File: src/rtl/ifid_decode_stage.sv
// IF/ID stage: 2-entry skid FIFO for fetched words plus head-instruction field decode.
// Optional IFID_STATS_EN adds a saturating downstream-stall counter (stall_cnt).
module ifid_decode_stage #(
  parameter int DEPTH = 2
) (
  input  logic        clk,
  input  logic        rst,
  input  logic        flush,
  input  logic        in_valid,
  output logic        in_ready,
  input  logic [31:0] in_instr,
  input  logic [31:0] in_pc,
  output logic        out_valid,
  input  logic        out_ready,
  output logic [31:0] out_instr,
  output logic [31:0] out_pc,
  output logic [5:0]  opcode,
  output logic [4:0]  rs,
  output logic [4:0]  rt,
  output logic [4:0]  rd,
  output logic [4:0]  shamt,
  output logic [5:0]  funct,
  output logic [15:0] imm16,
  output logic [25:0] jaddr,
  output logic        zext,
  output logic [1:0]  itype
`ifdef IFID_STATS_EN
  ,
  output logic [15:0] stall_cnt
`endif
);

  if (DEPTH != 2) begin : g_depth_chk
    $error("ifid_decode_stage: DEPTH must be 2");
  end

  typedef struct packed {
    logic [31:0] pc;
    logic [31:0] instr;
  } entry_t;

  entry_t     mem [2];
  entry_t     head;
  logic [1:0] count;
  logic       hd;
  logic       tl;
  logic       push;
  logic       pop;

  assign in_ready  = (count != 2'd2);
  assign out_valid = (count != 2'd0);
  assign push      = in_valid & in_ready;
  assign pop       = out_valid & out_ready;

  always_ff @(posedge clk) begin
    if (!rst || flush) begin
      count <= 2'd0;
      hd    <= 1'b0;
      tl    <= 1'b0;
    end else begin
      if (push) tl <= ~tl;
      if (pop)  hd <= ~hd;
      unique case ({push, pop})
        2'b10:   count <= count + 2'd1;
        2'b01:   count <= count - 2'd1;
        default: count <= count;
      endcase
    end
  end

  // storage needs no reset; flushed/reset slots are unreachable until rewritten
  always_ff @(posedge clk) begin
    if (rst && !flush && push)
      mem[tl] <= '{pc: in_pc, instr: in_instr};
  end

  assign head      = out_valid ? mem[hd] : '0;
  assign out_instr = head.instr;
  assign out_pc    = head.pc;

  assign opcode = out_instr[31:26];
  assign rs     = out_instr[25:21];
  assign rt     = out_instr[20:16];
  assign rd     = out_instr[15:11];
  assign shamt  = out_instr[10:6];
  assign funct  = out_instr[5:0];
  assign imm16  = out_instr[15:0];
  assign jaddr  = out_instr[25:0];

  // andi/ori/xori zero-extend, so the extension mux bypasses signext
  assign zext = (opcode == 6'h0C) | (opcode == 6'h0D) |
                (opcode == 6'h0E);

  always_comb begin
    itype = 2'b01;
    unique case (1'b1)
      (opcode == 6'h00):                     itype = 2'b00;
      (opcode == 6'h02) | (opcode == 6'h03): itype = 2'b10;
      default:                               itype = 2'b01;
    endcase
  end

`ifdef IFID_STATS_EN
  always_ff @(posedge clk) begin
    if (!rst)
      stall_cnt <= 16'd0;
    else if (out_valid && !out_ready && stall_cnt != 16'hFFFF)
      stall_cnt <= stall_cnt + 16'd1;
  end
`endif

endmodule
File: config.mk
export PLATFORM = sky130hd
export DESIGN_NAME = ifid_decode_stage
export DESIGN_NICKNAME = d
export VERILOG_FILES = /design/src/rtl/ifid_decode_stage.sv
export SDC_FILE = /design/constraint.sdc
export NUM_CORES = 1
export LEC_CHECK = 0
export ABC_AREA = 1
export BUFFER_PORTS_ARGS = -buffer_cell sky130_fd_sc_hd__buf_2
export CORE_MARGIN = 4
export CORE_UTILIZATION = 53
export CTS_CLUSTER_DIAMETER = 50
export DETAILED_ROUTE_END_ITERATION = 8
export HOLD_SLACK_MARGIN = 0.03
export PLACE_DENSITY = 0.84
export SLEW_MARGIN = 20
export SYNTH_ARGS = -nofsm -noshare
export SYNTH_HDL_FRONTEND = slang
export SYNTH_SLANG_ARGS = --single-unit
export TNS_END_PERCENT = 1
File: constraint.sdc
create_clock -name clk -period 11.37 [get_ports clk]
set_input_delay 1.137 -clock clk [delete_from_list [all_inputs] [get_ports clk]]
set_output_delay 1.137 -clock clk [all_outputs]
set_load 0.02 [all_outputs]
==> results.sh <==
export IMPL_synthCells=472
export IMPL_nFillCells=770
export IMPL_leakage_nw=3.07
export IMPL_fin_cells=761
export IMPL_ir_drop_uv=101
export IMPL_grt_pass1_vias=3826
export IMPL_worstReg2RegEnd="mem[1][47]$_DFFE_PP_"
export IMPL_r2r_slack_ps=9380
export IMPL_ys_seq_elements=133
export IMPL_path_class="reg2out"
export IMPL_syn_to_final_growth_pct=20.2
export IMPL_final_common_cell="buf_2"
export IMPL_antenna_found_initial=2
export IMPL_max_freq_mhz=251
export IMPL_placed_cells=730
export IMPL_viasPerCell=5.03
export IMPL_ys_warn_count=0
export IMPL_path_clk_slew_ps=60
export IMPL_fin_area_sq_um=6820
export IMPL_htreeDepth=4
export IMPL_critPathSlowestCell="inv_2"
export IMPL_ctsHoldBuffers=0
export IMPL_die_h_um=111
export IMPL_avgSynthCellArea_sq_um=12.0
export IMPL_rows=37
export IMPL_layout_drive_gt1_share_pct=41.3
export IMPL_dieArea_sq_um=12400
export IMPL_r2r_cells=5
export IMPL_nets=683
export IMPL_hold_path_class="reg2reg"
export IMPL_hold_path_cell_count=1
export IMPL_cts_tree="done"
export IMPL_ant_nets=0
export IMPL_tns_ps=0
export IMPL_arrival_ps=2850
export IMPL_finClkSkew_ps=14.9
export IMPL_clock_sinks=133
export IMPL_io_pins=212
export IMPL_relSlewSlack_pct=30.7
export IMPL_num_vias=3827
export IMPL_finalCritPeriodShare_pct=35.1
export IMPL_power_density_nw_per_um2=169
export IMPL_detail_route_wl_per_cell_um=15.4
export IMPL_dpl_worst_slack_ps=7900
export IMPL_path_max_fanout=66
export IMPL_slew_violations=0
export IMPL_multi_input_area_sq_um=1010
export IMPL_synth_nets=542
export IMPL_num_antenna_cells=0
export IMPL_rsz0062_at_grt="no"
export IMPL_cts_resized=0
export IMPL_drtPass1Iterations=4
export IMPL_r2r_start="count[0]$_SDFFE_PP0P_"
export IMPL_final_cell_mix="buf_2 (211), nand2_1 (140), edfxtp_1 (128)"
export IMPL_tightest_slew_ps=1040
export IMPL_gp_congestion=0.785
export IMPL_grt_max_degree=67
export IMPL_cts_root_buf="clkbuf_8"
export IMPL_final_hold_viol_count=0
export IMPL_cts_buffers_inserted=17
export IMPL_end_kind="output port"
export IMPL_finalSetupViolations=0
export IMPL_yosysSeqAreaShare_pct=69.5
export IMPL_dp_hpwl_um=7790
export IMPL_initial_core_util_pct=54.7
export IMPL_path_cells="buf_4 > inv_2 > nand2_1 > nand2_1 > nand3_1 > nand3_1 > nor2_1 > buf_2"
export IMPL_fin_ws_ps=7380
export IMPL_route_detailed_drc=0
export IMPL_postCtsSetupBuffers=0
export IMPL_yosys_cell_types_count=26
export IMPL_status="finished, final reports clean"
export IMPL_wl_um=11700
export IMPL_min_from="hd$_SDFFE_PP0P_"
export IMPL_max_stage_delay_ps=620
export IMPL_port_buffers=211
export IMPL_startpoint_type="flip-flop"
export IMPL_die_width_um=111
export IMPL_syn_area_sq_um=5680
export IMPL_drv_cap=0
export IMPL_drtIter0Drc=172
export IMPL_coreArea_sq_um=10400
export IMPL_track_usage_pct=18.6
export IMPL_ff_latch_area_sq_um=3950
export IMPL_grt_remaining_overflow=0
export IMPL_cts_buffer_depth=2
export IMPL_hold_ws_ps=458
export IMPL_grt_pass1_wl_um=18200
export IMPL_finalWorstPathRequiredPeriod_ps=3990
export IMPL_dpl_cell_area_sq_um=6280
export IMPL_critPathRequiredTime_ps=10230
export IMPL_clock_latency_ps=510
## layer usage
metal	track usage (%)	share of wire (%)	vias up
met4	6.81	1.7	4
li1	-	-	1820
met2	33.8	52	192
met1	20.0	37	1792
met3	6.36	9.1	19
met5	0	0.15	-
## per-stage QoR
| step | power (W) | util [%] |
|---|---|---|
| 2_1_floorplan | 0.000641 | - |
| 3_3_place_gp | 0.000666 | 60.5 |
| 3_5_place_dp | 0.000669 | 60.5 |
| 4_1_cts | 0.00116 | 65.8 |
| 5_1_grt | 0.00120 | 65.8 |
| 6_report | 0.00115 | 65.8 |
## sequential cells by signal, summed over array words and instances (netlist names), named ones only
name	count
tl	1
mem	128
count	2
hd	1
## power by group
group	total (W)	leakage [nW]	switching (W)	internal (W)
Sequential	0.000551	1.20	0.00000266	0.000548
Combinational	0.000108	1.60	0.0000747	0.0000328
Clock	0.000493	0.264	0.000201	0.000292
Total	0.00115	3.07	0.000278	0.000873
## logic make-up after synthesis
group | count (synthesis) | share of synthesized area, %
AND/OR/NAND/NOR | 162 | 11.4
flip-flops | 133 | 69.5
adder cells (fa/ha/maj) | 1 | 0.220
buffers and inverters | 109 | 12.9
AO/OA/AOI/OAI | 67 | 6.00
## cell type report
| cell class | count | share of cell area, % |
|---|---|---|
| flip-flops and latches | 133 | 57.8 |
| repair buffers | 215 | 15.9 |
| multi-input cells | 230 | 14.9 |
| clock buffers | 18 | 6.13 |
| well taps | 136 | 2.49 |
| clock inverters | 13 | 1.87 |
| inverters | 16 | 0.880 |
## synthesized netlist by cell type
| library cell | n | area [sq um] |
|---|---|---|
| nand2_2 | 2 | 12.5 |
| nand3_2 | 1 | 10.0 |
| ha_1 | 1 | 12.5 |
| nor3_1 | 1 | 5.00 |
| nor2_4 | 1 | 11.3 |
| clkinv_1 | 1 | 3.75 |
| nand2_1 | 140 | 526 |
| buf_2 | 11 | 55.1 |
| nand3_1 | 4 | 20.0 |
| inv_2 | 1 | 3.75 |
| o21ai_0 | 2 | 10.0 |
| nor2_2 | 2 | 12.5 |
| a21oi_1 | 62 | 310 |
| buf_1 | 1 | 3.75 |
| a21oi_2 | 1 | 8.76 |
| edfxtp_1 | 128 | 3840 |
| dfxtp_1 | 5 | 100 |
| buf_4 | 80 | 601 |
| or2_1 | 1 | 6.26 |
| inv_1 | 14 | 52.6 |
| nor2_1 | 8 | 30.0 |
| nor3_2 | 1 | 10.0 |
| o21ai_1 | 1 | 5.00 |
| buf_6 | 1 | 11.3 |
| or2_2 | 1 | 6.26 |
| a31oi_1 | 1 | 6.26 |
## critical path: cells and delay by family (launching register included)
kind | cells | cell delay [ps]
AND/OR/NAND/NOR | 5 | 600
flip-flops | 1 | 310
buffers and inverters | 3 | 1370
## worst max path at each step
stage	start	to	slack [ps]	cells after the start
final	flip-flop	zext	7380	8
after global routing	flip-flop	itype[1]	7130	8
after CTS	flip-flop	zext	7360	8
after detailed placement	flip-flop	itype[1]	7900	8
after global placement	flip-flop	itype[1]	7970	8
after floorplan	rst	mem[1][0]$_DFFE_PP_	5020	4
No activity file was read; power rests on OpenSTA's default activity.
